File: src/rtl/axis_elem_packer.sv
// axis_elem_packer
//   Packs PE consecutive ELEM_WIDTH-bit AXI-Stream elements into one
//   PE*ELEM_WIDTH-bit output word. Element 0 of a word lands in the LSBs.
//   The output is a single registered word. Sustained throughput is
//   1 element/cycle.
//
// Optional feature (macro PACKER_TLAST_EN):
//   When defined, words are grouped into blocks of BDIM words, and
//   m_axis_output_tlast marks the last word of each block.
//   When undefined, the tlast port and the word counter do not exist.
//
// Ports:
//   ap_clk, ap_rst_n      clock; asynchronous active-low reset
//   s_axis_input_*        element input (tdata/tvalid/tready)
//   m_axis_output_*       packed word output (tdata/tvalid/tready[/tlast])
module axis_elem_packer #(
  parameter int ELEM_WIDTH = 8,
  parameter int PE         = 4,
  parameter int BDIM       = 16
) (
  input  logic                     ap_clk,
  input  logic                     ap_rst_n,
  input  logic [ELEM_WIDTH-1:0]    s_axis_input_tdata,
  input  logic                     s_axis_input_tvalid,
  output logic                     s_axis_input_tready,
  output logic [PE*ELEM_WIDTH-1:0] m_axis_output_tdata,
  output logic                     m_axis_output_tvalid,
  input  logic                     m_axis_output_tready
`ifdef PACKER_TLAST_EN
  ,
  output logic                     m_axis_output_tlast
`endif
);

  localparam int ECW = $clog2(PE);
  localparam logic [ECW-1:0] LAST_SLOT = ECW'(PE - 1);

  logic [ECW-1:0]                  r_elem_cnt;
  // Slot PE-1 is never stored: the final element goes straight into the
  // output register together with the held slots.
  logic [PE-2:0][ELEM_WIDTH-1:0]   r_asm;
  logic [PE*ELEM_WIDTH-1:0]        r_out_data;
  logic                            r_out_vld;

  logic w_last_slot, w_in_xfer, w_out_xfer, w_complete;

  assign w_last_slot = (r_elem_cnt == LAST_SLOT);
  assign w_out_xfer  = r_out_vld & m_axis_output_tready;
  // Stall only when the word about to complete has nowhere to go.
  // Gated with reset so tready is low while reset is held.
  assign s_axis_input_tready = ap_rst_n &
                               ~(w_last_slot & r_out_vld & ~m_axis_output_tready);
  assign w_in_xfer  = s_axis_input_tvalid & s_axis_input_tready;
  assign w_complete = w_in_xfer & w_last_slot;

  assign m_axis_output_tdata  = r_out_data;
  assign m_axis_output_tvalid = r_out_vld;

  // Assembly slots, one register per element position.
  for (genvar g = 0; g < PE - 1; g++) begin : g_slot
    always_ff @(posedge ap_clk or negedge ap_rst_n) begin
      if (!ap_rst_n)
        r_asm[g] <= '0;
      else if (w_in_xfer && r_elem_cnt == ECW'(g))
        r_asm[g] <= s_axis_input_tdata;
    end
  end

  always_ff @(posedge ap_clk or negedge ap_rst_n) begin
    if (!ap_rst_n)
      r_elem_cnt <= '0;
    else if (w_in_xfer)
      r_elem_cnt <= w_last_slot ? '0 : r_elem_cnt + 1'b1;
  end

  // A completing word may only arrive when the output register is empty or
  // draining this cycle (tready logic above), so loading always wins.
  always_ff @(posedge ap_clk or negedge ap_rst_n) begin
    if (!ap_rst_n) begin
      r_out_data <= '0;
      r_out_vld  <= 1'b0;
    end else if (w_complete) begin
      r_out_data <= {s_axis_input_tdata, r_asm};
      r_out_vld  <= 1'b1;
    end else if (w_out_xfer) begin
      r_out_vld  <= 1'b0;
    end
  end

`ifdef PACKER_TLAST_EN
  localparam int WCW = (BDIM > 1) ? $clog2(BDIM) : 1;
  localparam logic [WCW-1:0] LAST_WORD = WCW'(BDIM - 1);

  // Index of the word currently held in (or next loaded into) the output
  // register; advances only when a word leaves.
  logic [WCW-1:0] r_word_cnt;

  always_ff @(posedge ap_clk or negedge ap_rst_n) begin
    if (!ap_rst_n)
      r_word_cnt <= '0;
    else if (w_out_xfer)
      r_word_cnt <= (r_word_cnt == LAST_WORD) ? '0 : r_word_cnt + 1'b1;
  end

  // Derived from the held index, so it is stable while the word stalls and
  // low whenever no word is presented (including during reset).
  assign m_axis_output_tlast = r_out_vld & (r_word_cnt == LAST_WORD);
`endif

endmodule

File: config.mk
export PLATFORM = sky130hd
export DESIGN_NAME = axis_elem_packer
export DESIGN_NICKNAME = d
export VERILOG_FILES = /design/src/rtl/axis_elem_packer.sv
export SDC_FILE = /design/constraint.sdc
export NUM_CORES = 1
export LEC_CHECK = 0
export ABC_AREA = 0
export CORE_MARGIN = 2
export CORE_UTILIZATION = 38
export CTS_CLUSTER_DIAMETER = 50
export DETAILED_ROUTE_END_ITERATION = 12
export GPL_TIMING_DRIVEN = 0
export PLACE_DENSITY = 0.62
export SLEW_MARGIN = 10
export SYNTH_ARGS = -nofsm -noshare
export SYNTH_HDL_FRONTEND = slang
export SYNTH_SLANG_ARGS = --single-unit
File: constraint.sdc
create_clock -name ap_clk -period 2.81 [get_ports ap_clk]
set_input_delay 0.562 -clock ap_clk [delete_from_list [all_inputs] [get_ports ap_clk]]
set_output_delay 0.562 -clock ap_clk [all_outputs]
set_load 0.01 [all_outputs]
# --- Yosys cells after proc, flatten, opt, wreduce, memory -nomap -nowiden ---
# Index checks and enable logic that the tools add are counted.
totals:
  register_bits: 59
  in_bits: 12
  out_inout_bits: 34
  elab_cells: 26
op_classes:
  add_sub_neg: 1
  n_eq_ne: 3
  muxes: 3
  bitwise_logic: 8
  reduce_logical: 5
ops:
  columns: ["operator", "count"]
  rows:
  - ["bitwise AND 1 bit", 6]
  - ["equality test 2 bit, second input constant", 2]
  - ["logical AND 1 bit", 3]
  - ["adder 2 x 1 -> 2 bit, second input constant", 1]
  - ["equality test 2 x 1 -> 1 bit, second input constant", 1]
  - ["logical NOT 2 bit", 1]
  - ["two-way mux 1 bit", 2]
  - ["two-way mux 2 bit", 1]
  - ["inverter 1 bit", 2]
  - ["nonzero test 2 bit", 1]

# --- Depth between registers and ports, before layout ---
# Gate-level depths: netlist of run 1.
depth:
  ltp_word: 8
  mapped_depth: 6
  depth_no_buf: 4

# --- Worst setup path before layout of run 1 ---
# Ideal clock, no wire load.
synth_timing:
  path_type: "input to register"
  from: "input m_axis_output_tready"
  to: "register r_out_data[0], in the netlist m_axis_output_tdata[0]"
  setup_time_ns: 0.125
  arrival_time_ns: 1.392
  required_time_ns: 2.685
  path_slack_ns: 1.293
  stages: 5
  n_path_buf: 2
  cell_sequence: "nand2b_1 -> nor2b_1 -> buf_6 -> buf_8 -> mux2_4"
synth_between:
  elab_chain_cells: 6
synth_lines:
  columns: ["element", "line", "rtl"]
  rows:
  - ["from (decl)", "28", "input logic m_axis_output_tready"]
  - ["inverter 1 bit", "52", "~(w_last_slot & r_out_vld & ~m_axis_output_tready);"]
  - ["bitwise AND 1 bit", "52", null]
  - ["inverter 1 bit", "52", null]
  - ["bitwise AND 1 bit", "51", "assign s_axis_input_tready = ap_rst_n &"]
  - ["bitwise AND 1 bit", "53", "assign w_in_xfer = s_axis_input_tvalid & s_axis_input_tready;"]
  - ["bitwise AND 1 bit", "54", "assign w_complete = w_in_xfer & w_last_slot;"]
  - ["to (signal assigned)", "83", "r_out_data <= {s_axis_input_tdata, r_asm};"]
  - ["to (decl)", "42", "logic [PE*ELEM_WIDTH-1:0] r_out_data;"]
# Every way passes these cells.
# A chain may end at the register's enable or synchronous reset.

# --- Worst setup path in the final report of run 1 ---
layout_timing:
  from: "input m_axis_output_tready"
  to: "output s_axis_input_tready"
layout_between:
  elab_chain_cells: 4
layout_lines:
  columns: ["element", "line", "rtl"]
  rows:
  - ["inverter 1 bit", "52", null]
  - ["bitwise AND 1 bit", "52", null]
  - ["inverter 1 bit", "52", null]
  - ["bitwise AND 1 bit", "51", null]
  - ["to (decl)", "25", "output logic s_axis_input_tready,"]
# Every way passes these cells.

==> impl_metrics.env, run 1 <==
export IMPL_status="finished, final reports clean"
export IMPL_sw_frac_of_total=0.264
export IMPL_syn_cell_area_um2=2560
export IMPL_synth_warnings=0
export IMPL_cts_sinks=59
export IMPL_cts_tree="done"
export IMPL_placement_rows=29
export IMPL_cts_buffer_depth=2
export IMPL_gr_total_overflow=0
export IMPL_power_share_clock=0.225
export IMPL_dp_cells=265
export IMPL_setup_tns_ns=0
export IMPL_yosysTopAreaCell="dfrtp_1"
export IMPL_grt_usage=0.144
export IMPL_worst_setup_path_type="in -> out"
export IMPL_ff2ff_setup_slack_ns=1.13
export IMPL_first_pass_iters=2
export IMPL_async_flop_share=1.00
export IMPL_dp_hpwl_mm=3.19
export IMPL_seq_power_share=0.394
export IMPL_setup_violations_final=0
export IMPL_syn_avg_cell_area_um2=18.0
export IMPL_vdd_drop_max_uv=415
export IMPL_worst_slew_pin_slew_ns=0.527
export IMPL_cp_arrival_ns=1.87
export IMPL_synth_area_leaders="dfrtp_1 (58%), mux2_4 (32%), ha_1 (2.0%), buf_6 (1.8%), mux2_2 (1.8%)"
export IMPL_crit_path_end_kind="primary output"
export IMPL_synth_common_cells="dfrtp_1 (59), mux2_4 (54), buf_6 (4), ha_1 (4), mux2_2 (4)"
export IMPL_fin_skew_ns=0.00765
export IMPL_slew_headroom=0.648
export IMPL_finalCriticalPeriod_ns=2.43
export IMPL_grt_pass1_wl_mm=7.82
export IMPL_multi_input_area_um2=973
export IMPL_setup_ws_ns=0.375
export IMPL_postRouteAntennaNets=0
export IMPL_area_growth_pct=30.8
export IMPL_synth_seq_cells=59
export IMPL_yosys_most_used_dff="dfrtp_1"
export IMPL_cts_resized=0
export IMPL_switchingPower_mw=1.02
export IMPL_nNetsFinal=215
export IMPL_antenna_found_initial=0
export IMPL_synth_edf_count=0
export IMPL_hold_violations=0
export IMPL_clk_latency_ns=0.33
export IMPL_grt_max_degree=40
export IMPL_drive_gt1_frac=0.407
export IMPL_leakage_nw=1.53
export IMPL_fin_crit_sh=0.867
export IMPL_portBuffers=45
export IMPL_postLayoutCellArea_um2=3350
export IMPL_cap_violations=0
export IMPL_fin_cells=281
export IMPL_cts_setup_buffers=0
export IMPL_die_area_um2=7400
export IMPL_fin_hold_ws_ns=0.201
export IMPL_wl_per_cell_um=17.0
export IMPL_fillers=529
export IMPL_synth_nets=158
export IMPL_cts_made_buffers=9
export IMPL_cts_reportedPaths_clkPinSlew_ns=0.07
export IMPL_drt_iter0_markers=54
export IMPL_initial_core_util=0.398
export IMPL_place_gp_congestion=0.719
export IMPL_reg2regPathDepth=6
export IMPL_r2r_end="m_axis_output_tdata[5]$_DFFE_PN0P_"
export IMPL_reg2reg_from="r_elem_cnt[0]$_DFFE_PN0P_"
export IMPL_path_max_fanout=5
export IMPL_die_h_um=86.0
export IMPL_grt_pass1_vias=1440
export IMPL_max_freq_mhz=411
export IMPL_route_vias_total=1295
export IMPL_p_comb_frac=0.381
export IMPL_rsz0062_at_grt="false"
export IMPL_drc=0
export IMPL_ctsHoldBuffers=0
export IMPL_yosysTopAreaCellShare=0.577
export IMPL_chipWidth_um=86.0
export IMPL_drv_slew=0
export IMPL_cts_root_buf="clkbuf_8"
export IMPL_drt_vias_per_instance=4.61
export IMPL_routed_wirelength_mm=4.77
export IMPL_hold_class="in -> async"
export IMPL_core_um2=6420
export IMPL_synthDistinctLibCells=16
export IMPL_yosysMostFrequentCell="dfrtp_1"
export IMPL_intPower_mw=2.84
export IMPL_critical_path_required_ns=2.25
export IMPL_n_antenna_cell=0
export IMPL_yosysSeqAreaShare=0.577
export IMPL_dpl_worst_slack_ns=0.382
export IMPL_boundaryPins=46
export IMPL_p_per_area_nw_per_um2=1150
export IMPL_ff_latch_area_um2=1480
export IMPL_dpl_cell_area_um2=3120
export IMPL_start_kind="primary input"
export IMPL_cts_max_level=3
export IMPL_synthesis_instances=142
[cell families (layout without fill, tap and decap cells)]
family / Yosys count / count (layout) / synth area share
adders and majority gates: 4 / 4 / 0.0196
DFF: 59 / 59 / 0.577
muxes: 58 / 58 / 0.335
and+or+nand+nor: 12 / 12 / 0.0264
buffers and inverters: 9 / 71 / 0.0421
[placed cells by master (no fill, tap or decap)]
cell and n:
dfrtp_1 59, mux2_4 54, clkdlybuf4s50_1 44, clkbuf_8 11, buf_6 4, mux2_2 4
ha_1 4, buf_12 3, and3_1 3, clkinv_2 3, inv_1 2, and2_1 2
nand2_1 2, bufinv_16 2, nand3b_1 1, nand3_1 1, nand2b_1 1, nor2b_1 1
buf_8 1, nor2_1 1, buf_2 1
[metal layers]
metal / vias to the layer above / GRT usage / share of wire / wire [µm]
met5: - / 0 / 0 / 0
met4: 0 / 0.0823 / 0.018 / 88
met3: 8 / 0.0298 / 0.035 / 166
met2: 33 / 0.214 / 0.47 / 2220
met1: 648 / 0.194 / 0.48 / 2300
li1: 606 / - / - / -
[power by group through the flow]
stage / Sequential (mW) / Combinational (mW) / Clock [mW]
after floorplan: 1.58 / 0.783 / 0
after global placement: 1.51 / 1.45 / 0
after detailed placement: 1.53 / 1.48 / 0
after CTS: 1.53 / 1.49 / 0.892
after global routing: 1.57 / 1.57 / 0.930
final: 1.52 / 1.47 / 0.868
[per-stage QoR]
stage / util / power, mW
floorplan: - / 2.36
global placement: 0.483 / 2.95
global route: 0.521 / 4.07
CTS: 0.521 / 3.91
detailed placement: 0.486 / 3.02
finish: 0.521 / 3.86
[worst max-delay path: stages]
cell and delay, ns:
clkdlybuf4s50_1 0.46, nand3b_1 0.16, and2_1 0.15, clkdlybuf4s50_1 0.54
[worst max-delay path by stage]
stage	from	to	slack [ns]	cells after the start
global route	r_elem_cnt[0]$_DFFE_PN0P_	s_axis_input_tready	0.28	4
global placement	ap_rst_n	s_axis_input_tready	-1.48	3
detailed placement	m_axis_output_tready	s_axis_input_tready	0.38	4
finish	m_axis_output_tready	s_axis_input_tready	0.38	4
CTS	m_axis_output_tready	s_axis_input_tready	0.37	4
floorplan	m_axis_output_tready	m_axis_output_tdata[0]$_DFFE_PN0P_	1.29	5
[cell type report]
class                   count  share of cell area
repair buffers             46               0.139
well taps                  77              0.0288
clock inverters             5              0.0224
flip-flops and latches     59               0.441
plain buffers               7              0.0299
multi-input cells          74               0.291
clock buffers              11              0.0453
inverters                   2             0.00224
[flip-flops by register name, summed over array words and instances, names as in the netlist]
signal	cells
m_axis_output_tdata	32
m_axis_output_tvalid	1
r_asm	24
r_elem_cnt	2
Power figures use the tool's default switching activity.
==> run 2: changes to the inputs <==
--- a/config.mk
+++ b/config.mk
@@ -6,6 +6,7 @@
 export NUM_CORES = 1
 export LEC_CHECK = 0
 export ABC_AREA = 0
+export ABC_CLOCK_PERIOD_IN_PS = 2810
 export CORE_MARGIN = 2
 export CORE_UTILIZATION = 38
 export CTS_CLUSTER_DIAMETER = 50
==> results of run 2 <==
The final DEF is identical to that of run 1; final timing and power are the same.
==> run 3: changes to the inputs <==
--- a/config.mk
+++ b/config.mk
@@ -17,3 +17,4 @@
 export SYNTH_ARGS = -nofsm -noshare
 export SYNTH_HDL_FRONTEND = slang
 export SYNTH_SLANG_ARGS = --single-unit
+export TNS_END_PERCENT = 100
==> results of run 3 <==
The final DEF is identical to that of run 1; final timing and power are the same.
